## config.mk

```make
export PLATFORM = sky130hd
export DESIGN_NAME = fetch_stage_flat
export DESIGN_NICKNAME = d
export VERILOG_FILES = /design/src/rtl/pipeline_pkg.sv /design/src/rtl/fetch_stage_if.sv /design/src/rtl/fetch_stage_if_id_reg.sv /design/src/rtl/fetch_stage.sv /design/src/flat_wrapper.sv
export SDC_FILE = /design/constraint.sdc
export NUM_CORES = 1
export LEC_CHECK = 0
export BUFFER_PORTS_ARGS = -buffer_cell sky130_fd_sc_hd__clkbuf_2
export CAP_MARGIN = 5
export CORE_UTILIZATION = 49
export CTS_CLUSTER_SIZE = 16
export DETAILED_ROUTE_END_ITERATION = 10
export GPL_ROUTABILITY_DRIVEN = 0
export PLACE_DENSITY = 0.77
export SYNTH_ARGS = -nofsm -noshare
export SYNTH_HDL_FRONTEND = slang
export SYNTH_SLANG_ARGS = --single-unit
```

## constraint.sdc

```tcl
create_clock -name clock -period 2.3 [get_ports clock]
set_clock_uncertainty 0.15 [all_clocks]
set_input_delay 0.345 -clock clock [delete_from_list [all_inputs] [get_ports clock]]
set_output_delay 0.345 -clock clock [all_outputs]
set_load 0.005 [all_outputs]
```

## src/rtl/pipeline_pkg.sv

```systemverilog
// Shared definitions for the RV32I pipeline: datapath width, bubble encoding
// and the instruction-fetch FSM state type.
package pipeline_pkg;

    localparam int          XLEN             = 32;
    localparam logic [31:0] NOP_INSTR        = 32'h0000_0013;
    localparam logic [31:0] RESET_PC_DEFAULT = 32'h0000_0000;

    typedef enum logic [1:0] {
        ST_START   = 2'd0,
        ST_FETCH   = 2'd1,
        ST_HOLD    = 2'd2,
        ST_DISCARD = 2'd3
    } fetch_state_e;

endpackage

```

## src/rtl/fetch_stage_if.sv

```systemverilog
// Instruction-memory request/response bus between the fetch stage (master)
// and instruction memory (slave).
interface fetch_stage_if #(
    parameter int XLEN = 32
);
    logic            req;
    logic [XLEN-1:0] addr;
    logic            ready;
    logic [31:0]     rdata;

    modport master (output req, output addr, input ready, input rdata);
    modport slave  (input req, input addr, output ready, output rdata);
endinterface

```

## src/rtl/fetch_stage_if_id_reg.sv

```systemverilog
// IF/ID pipeline register: load, flush-to-bubble, or hold; async active-low reset.
module if_id_reg
    import pipeline_pkg::*;
#(
    parameter int          XLEN = 32,
    parameter logic [31:0] NOP  = NOP_INSTR
) (
    input  logic            clk_i,
    input  logic            rst_ni,
    input  logic            load_i,
    input  logic            flush_i,
    input  logic [31:0]     instr_i,
    input  logic [XLEN-1:0] pc_i,
    output logic [31:0]     instr_o,
    output logic [XLEN-1:0] pc_o,
    output logic            valid_o
);

    logic [31:0]     instr_q;
    logic [XLEN-1:0] pc_q;
    logic            valid_q;

    // Flush wins over load so a redirect can never let a stale word through.
    always_ff @(posedge clk_i or negedge rst_ni) begin
        if (!rst_ni) begin
            instr_q <= NOP;
            pc_q    <= '0;
            valid_q <= 1'b0;
        end else if (flush_i) begin
            instr_q <= NOP;
            pc_q    <= '0;
            valid_q <= 1'b0;
        end else if (load_i) begin
            instr_q <= instr_i;
            pc_q    <= pc_i;
            valid_q <= 1'b1;
        end
    end

    assign instr_o = instr_q;
    assign pc_o    = pc_q;
    assign valid_o = valid_q;

endmodule

```

## src/rtl/fetch_stage.sv

```systemverilog
// Instruction-fetch stage: owns the PC, the imem handshake and a one-word
// hold buffer, and feeds the IF/ID register consumed by decode.
module fetch_stage
    import pipeline_pkg::*;
#(
    parameter int              XLEN     = pipeline_pkg::XLEN,
    parameter logic [XLEN-1:0] RESET_PC = RESET_PC_DEFAULT,
    parameter logic [31:0]     NOP      = NOP_INSTR
) (
    input  logic               clock,
    input  logic               reset,
    input  logic               pc_enable,
    input  logic               if_id_enable,
    input  logic               branch_taken,
    input  logic [XLEN-1:0]    pc_branch_value,
    fetch_stage_if.master      imem,
    output logic [31:0]        instruction,
    output logic [XLEN-1:0]    pc,
    output logic               valid
);

    fetch_state_e    state_q, state_d;
    logic [XLEN-1:0] pc_q, pc_d;
    logic [XLEN-1:0] fetch_addr_q, fetch_addr_d;
    logic [31:0]     hold_q, hold_d;

    logic            stall, redirect, avail;
    logic            ifid_load, ifid_flush;
    logic [31:0]     word;
    logic [XLEN-1:0] target;

    assign stall    = !(pc_enable && if_id_enable);
    assign redirect = branch_taken && !stall;
    assign avail    = ((state_q == ST_FETCH) && imem.ready) || (state_q == ST_HOLD);
    assign word     = (state_q == ST_HOLD) ? hold_q : imem.rdata;
    assign target   = pc_branch_value & ~{{(XLEN-2){1'b0}}, 2'b11};

    always_ff @(posedge clock or negedge reset) begin
        if (!reset) begin
            state_q      <= ST_START;
            pc_q         <= RESET_PC;
            fetch_addr_q <= RESET_PC;
            hold_q       <= NOP;
        end else begin
            state_q      <= state_d;
            pc_q         <= pc_d;
            fetch_addr_q <= fetch_addr_d;
            hold_q       <= hold_d;
        end
    end

    always_comb begin
        state_d      = state_q;
        pc_d         = pc_q;
        fetch_addr_d = fetch_addr_q;
        hold_d       = hold_q;
        ifid_load    = 1'b0;
        ifid_flush   = 1'b0;

        if (state_q == ST_DISCARD) begin
            // The outstanding response belongs to a dead path; refetch from the live PC once it lands.
            if (redirect) pc_d = target;
            ifid_flush = redirect || if_id_enable;
            if (imem.ready) begin
                fetch_addr_d = redirect ? target : pc_q;
                state_d      = ST_FETCH;
            end
        end else if (redirect) begin
            pc_d       = target;
            ifid_flush = 1'b1;
            if ((state_q == ST_FETCH) && !imem.ready) begin
                state_d = ST_DISCARD;
            end else begin
                fetch_addr_d = target;
                state_d      = ST_FETCH;
            end
        end else if (avail && !stall) begin
            ifid_load    = 1'b1;
            pc_d         = pc_q + XLEN'(4);
            fetch_addr_d = pc_q + XLEN'(4);
            state_d      = ST_FETCH;
        end else if (avail) begin
            if (state_q == ST_FETCH) hold_d = imem.rdata;
            state_d = ST_HOLD;
        end else if (state_q == ST_FETCH) begin
            ifid_flush = if_id_enable;
        end else begin
            state_d = ST_FETCH;
        end
    end

    assign imem.req  = (state_q == ST_FETCH) || (state_q == ST_DISCARD);
    assign imem.addr = fetch_addr_q;

    if_id_reg #(
        .XLEN (XLEN),
        .NOP  (NOP)
    ) u_if_id (
        .clk_i   (clock),
        .rst_ni  (reset),
        .load_i  (ifid_load),
        .flush_i (ifid_flush),
        .instr_i (word),
        .pc_i    (pc_q),
        .instr_o (instruction),
        .pc_o    (pc),
        .valid_o (valid)
    );

endmodule

```

## src/flat_wrapper.sv

```systemverilog
// flat-port wrapper written by rule: the top's interface ports become plain ports
module fetch_stage_flat import pipeline_pkg::*;
#(
    parameter int              XLEN     = pipeline_pkg::XLEN,
    parameter logic [XLEN-1:0] RESET_PC = RESET_PC_DEFAULT,
    parameter logic [31:0]     NOP      = NOP_INSTR
)
  (clock, reset, pc_enable, if_id_enable, branch_taken, pc_branch_value, instruction, pc, valid, imem_req, imem_addr, imem_ready, imem_rdata);
  fetch_stage_if #(.XLEN(XLEN)) imem_i ();
  input  logic clock;
  input  logic reset;
  input  logic pc_enable;
  input  logic if_id_enable;
  input  logic branch_taken;
  input  logic [XLEN-1:0] pc_branch_value;
  output logic [31:0] instruction;
  output logic [XLEN-1:0] pc;
  output logic valid;
  output wire logic [$bits(imem_i.req)-1:0] imem_req;
  output wire logic [$bits(imem_i.addr)-1:0] imem_addr;
  input wire logic [$bits(imem_i.ready)-1:0] imem_ready;
  input wire logic [$bits(imem_i.rdata)-1:0] imem_rdata;
  assign imem_req = imem_i.req;
  assign imem_addr = imem_i.addr;
  assign imem_i.ready = imem_ready;
  assign imem_i.rdata = imem_rdata;
  fetch_stage #(.XLEN(XLEN), .RESET_PC(RESET_PC), .NOP(NOP)) u_core (.clock(clock), .reset(reset), .pc_enable(pc_enable), .if_id_enable(if_id_enable), .branch_taken(branch_taken), .pc_branch_value(pc_branch_value), .imem(imem_i), .instruction(instruction), .pc(pc), .valid(valid));
endmodule
```

# After elaboration in Yosys (flattened, before gate mapping)

Index checks and enable logic that the tools add are counted.

Add/subtract/negate cells: 1
Multipliers: 0
Divide/modulo/power cells: 0
Magnitude comparators: 0
Equal/unequal tests: 6
Shift-type cells: 0
Mux-type cells: 30
Bitwise operators: 3
Reductions and logical operators: 14

Operators with widths:

| kind                                                  | count |
|---|---|
| 2-to-1 mux 32 bit                                     | 13 |
| adder 32 x 3 -> 32 bit, second input constant         | 1 |
| 2-to-1 mux 2 bit                                      | 7 |
| 2-to-1 mux 1 bit                                      | 10 |
| logical AND 1 bit                                     | 5 |
| inequality test 5 x 2 -> 1 bit, second input constant | 1 |
| AND reduction 5 bit                                   | 1 |
| == test 2 bit, second input constant                  | 2 |
| logical OR 1 bit                                      | 3 |
| inequality test 3 bit, second input constant          | 1 |
| NOT 1 bit                                             | 3 |
| AND reduction 3 bit                                   | 1 |
| nonzero test 3 bit                                    | 1 |
| == test 2 x 1 -> 1 bit, second input constant         | 1 |
| inequality test 2 bit, second input constant          | 1 |
| AND reduction 2 bit                                   | 1 |
| nonzero test 2 bit                                    | 1 |
| zero test 1 bit                                       | 1 |

Flip-flop bits (word level): 163
Latch bits: 0
Memory bits (writable): 0
ROM bits: 0
Bits of input ports: 70
Output and inout bits: 98
Word-level logic and storage cells: 61
Memories kept: 0

# Logic depth before layout (Yosys ltp)

Depth after elaboration: 9
Gate-level depth with buffers: 8
Gate-level depth less buffers: 6

# By module

A second synthesis with hierarchy kept.

Cell total of the unflattened synthesis: 759
Area total of the unflattened synthesis: 8129.0 µm²

By module, submodules not included:

| module      | instances | cells each | area an instance (µm²) | seq. area each (µm²) |
|---|---|---|---|---|
| fetch_stage | 1         | 549        | 5440.2                 | 2456.1 |
| if_id_reg   | 1         | 210        | 2688.8                 | 1630.3 |

# Worst setup path after synthesis

No wires, ideal clock.

Kind: reg2reg
Start: register u_core.pc_q[2]
End: register u_core.pc_q[22]
Library setup time: 121 ps
Data arrival time: 2003 ps
Slack: 26 ps
Cell stages (with the launch flop): 8
Path buffers: 1
Period minus slack after synthesis: 2274 ps
Cells stage by stage: dfrtp_1 ha_1 a21bo_2 buf_4 or4_1 nor3_1 a31oi_1 o22a_1

Longest elaborated chain between the ends: 4

RTL lines:

| what                   | RTL line          | source |
|---|---|---|
| from (decl)            | fetch_stage.sv:23 | `logic [XLEN-1:0] pc_q, pc_d;` |
| from (signal assigned) | fetch_stage.sv:46 | `pc_q <= pc_d;` |
| adder 32 x 3 -> 32 bit | fetch_stage.sv:79 | `pc_d = pc_q + XLEN'(4);` |
| 2-to-1 mux 32 bit      | fetch_stage.sv:77 | `end else if (avail && !stall) begin` |
| 2-to-1 mux 32 bit      | fetch_stage.sv:68 | `end else if (redirect) begin` |
| 2-to-1 mux 32 bit      | fetch_stage.sv:60 | `if (state_q == ST_DISCARD) begin` |

Every way passes these cells. The select of a mux whose other input is x is not followed.
A chain may end at the register's enable or synchronous reset.

# Worst setup path in the final report

Start: register u_core.state_q[0]
End: register u_core.fetch_addr_q[22], in the netlist u_core.imem.addr[22]

Longest elaborated chain between the ends: 6

RTL lines:

| what                          | RTL line                             | source |
|---|---|---|
| from (decl)                   | fetch_stage.sv:22                    | `fetch_state_e state_q, state_d;` |
| from (signal assigned)        | fetch_stage.sv:45                    | `state_q <= state_d;` |
| == test 2 x 1 -> 1 bit        | fetch_stage.sv:34, fetch_stage.sv:71 |  |
| logical AND 1 bit             | fetch_stage.sv:34                    | `assign avail = ((state_q == ST_FETCH) && imem.ready) \|\| (state_q == ST_HOLD);` |
| logical OR 1 bit              | fetch_stage.sv:34                    |  |
| logical AND 1 bit             | fetch_stage.sv:77                    |  |
| nonzero test 3 bit (no line)  | n/a                                  |  |
| AND reduction 3 bit (no line) | n/a                                  |  |
| to (signal assigned)          | fetch_stage.sv:47                    | `fetch_addr_q <= fetch_addr_d;` |
| to (decl)                     | fetch_stage.sv:24                    | `logic [XLEN-1:0] fetch_addr_q, fetch_addr_d;` |

Several ways; a longest one is shown, not always the timed one.

==> metrics <==
outcome completed; Longest Clk Path Bufs 2; core area 15300 um^2; CP max stage cell or4_4; VDD IR-drop max 0.686 mV; cts bufs inserted 17; fin nets 984; global router's overall resource usage 25.1%; beginning of the critical path u_core.state_q[0]; Hold WS 12.7 ps; Post-Synthesis Cells 728; Worst-Skew Late Latency 420 ps; final cell count without fillers 1135; layout cells sized above 1 34.1%; Setup CP Type flip-flop to flip-flop; ys flop type dfrtp_1; IO Port Bufs 165; crit share post-route 99.8%; Root Buffer clkbuf_16; Worst EP arrival 2440 ps; vias 6555; Crit path max-delay family simple AND/OR/NAND/NOR gates; CTS tree yes; Worst EP required 2450 ps; total power 11700 uW; DRT iter0 DRCs 520; Layout area overhead 27.7%; Reg2Reg Depth 5; Vias/cell 5.78; Die Y 128 um; largest net degree at the start of global routing 53; Setup WS post-layout 4.52 ps; Avg Synthesized Cell Area 10.7 um^2; Highest Clock Rate 436 MHz; wl on met1 8720 um; Lkg Pwr 0.00470 uW; Synth cell types 52; hold depth 2; CP peak stage delay 590 ps; dpl cells 1094; Top Ports 168; die area 16300 um^2; routed wl met3 1530 um; syn nets 799; Worst-Margin Slew 688 ps; worst path cell trace a21bo_2 -> or4_4 -> o31a_1 -> nor3_1 -> o31ai_1; Die W 128 um; number of global-route vias before repair 6430; initial antenna violation count 0; CTS H-tree depth 4; Max Cap Viol 0; Detailed Route WL 19700 um; # rows 45; Clock Sink Count 163; Reg clk slew, reported paths 60 ps; GRT overflow 0; met2 routed WL 9140 um; CP max FO 7; Period minus WS final 2300 ps; Final Cell Area 9900 um^2; hold_sp imem_rdata[16]; Hold Path Class primary input to flip-flop; DRT antenna net count 0; ant diodes 0; post-synth design cell area 7750 um^2; CP bufs+invs 0; max-slew violations 0; Power Dens Cells 1180 nW/um^2; first-pass GRT wire length 31800 um; Top Layer Used met4; final hold viol count 0; warning count from the yosys run 0; Initial DRT Pass Iterations 5; Initial Util 50.6%; DP Wirelength 13200 um; register-to-register setup slack 5 ps; FFs w/ async S/R, synth 100%; critical path depth 5; most common cell after layout, fill and taps aside clkbuf_2; commonest non-fill, non-tap cells in the layout clkbuf_2 (164), dfrtp_1 (157), nand2_1 (81), buf_4 (48), nor2_1 (47); Post-synth EDFFs 0; crit end category flip-flop; crit start category flip-flop; flops & latches, synth 163; final setup fails 0; Crit Reg-Reg Startpoint u_core.state_q[0]; max_slew headroom 54.2%; Area after DPL 9150 um^2; post-synthesis sequential area ratio 52.7%; DRC viols 0; DR WL/cell 17.4 um; worst setup slack after placement -183 ps; setup repair after global routing missed its margin yes
routing by layer:
metal	global-route usage, %	up-vias
met2	39.8	265
met3	7.85	22
met4	7.47	0
met5	0	-
li1	-	3058
met1	33.1	3210
cells by family (layout without fill, tap and decap cells):
kind of cell,after synthesis,after routing,synth area share (%)
flip-flops,163,163,52.7
AO/OA/AOI/OAI,170,170,16.5
adder cells (fa/ha/maj),1,1,0.161
XOR/XNOR,13,13,1.47
AND/OR/NAND/NOR,235,236,14.9
multiplexers,78,78,10.7
buffers and inverters,68,263,3.55
cells in the mapped netlist, types with 2 or more instances:
library cell	number	area (um^2)
a21bo_2	2	20.0
a21o_1	5	37.5
a21oi_1	20	100
a22o_1	32	280
a22oi_1	5	37.5
a31o_2	2	17.5
a31oi_1	8	50.1
and2_1	4	25.0
and3_1	5	31.3
buf_1	7	26.3
buf_2	11	55.1
clkbuf_1	41	154
clkbuf_2	2	10.0
dfrtp_1	157	3930
dfstp_2	6	158
inv_1	6	22.5
mux2_2	38	428
mux2i_1	40	400
nand2_1	81	304
nand3_1	29	145
nand4_1	22	138
nor2_1	49	184
nor2b_1	2	12.5
nor3_1	15	75.1
nor3_2	2	20.0
nor4_1	5	31.3
nor4_4	2	42.5
o211ai_1	8	60.1
o21a_1	2	15.0
o21ai_0	17	85.1
o221ai_1	4	35.0
o22a_1	7	61.3
o22ai_1	3	18.8
o2bb2ai_1	30	263
o31a_1	5	43.8
o31ai_1	16	120
or3_1	6	37.5
or4_1	7	52.6
xnor2_1	3	26.3
xor2_1	10	87.6
state kept, by name, summed over array words and instances, names as in the netlist:
register and count:
u_core.hold_q 32, u_core.u_if_id.pc_o 32, u_core.u_if_id.instr_o 32, u_core.state_q 2, u_core.u_if_id.valid_o 1, u_core.imem.addr 32
u_core.pc_q 32
worst reg2reg max path: cells and delay by family (launching register included):
kind               cells  cell delay (ps)
and+or+nand+nor        2              840
AOI/OAI and AO/OA      3              710
DFF                    1              480
report_power, final:
| part | total [uW] | switching (uW) | internal, uW |
|---|---|---|---|
| logic | 4090 | 2120 | 1970 |
| clock network | 2990 | 1090 | 1910 |
| registers | 4630 | 757 | 3870 |
per-stage QoR:
| step | util (%) | TNS, ps |
|---|---|---|
| finish | 64.7 | 0 |
| global route | 64.7 | -5.93 |
| CTS | 64.1 | 0 |
| detailed placement | 59.7 | -4160 |
| global placement | 59.7 | -2630 |
| floorplan | - | 0 |
cell type report:
class	instances	area (um^2)
Clock buffer	19	433
Clock inverter	11	186
Fill cell	1250	5410
Inverter	6	22.5
Multi-Input combinational cell	498	3490
Sequential cell	163	4090
Tap cell	211	264
Timing Repair Buffer	227	1420
final timing paths:
check,to
max,u_core.imem.addr[22]
min,u_core.hold_q[16]
max reg2reg,u_core.imem.addr[22]
min reg2reg,u_core.imem.addr[16]
max in group asynchronous,u_core.hold_q[0]
min in group asynchronous,u_core.u_if_id.pc_o[6]
repair_timing:
item | 4_1_cts | 5_1_grt
buffers inserted | 0 | 6
cloned | 1 | 0
setup endpoints to repair | 37 | 19
endpoints found under the hold margin | 49 | 1
pin swaps | 1 | 4
hold buffers | 3 | 1
gates resized for setup | 1 | 5
Note: power is estimated with default switching activity, not from simulation.
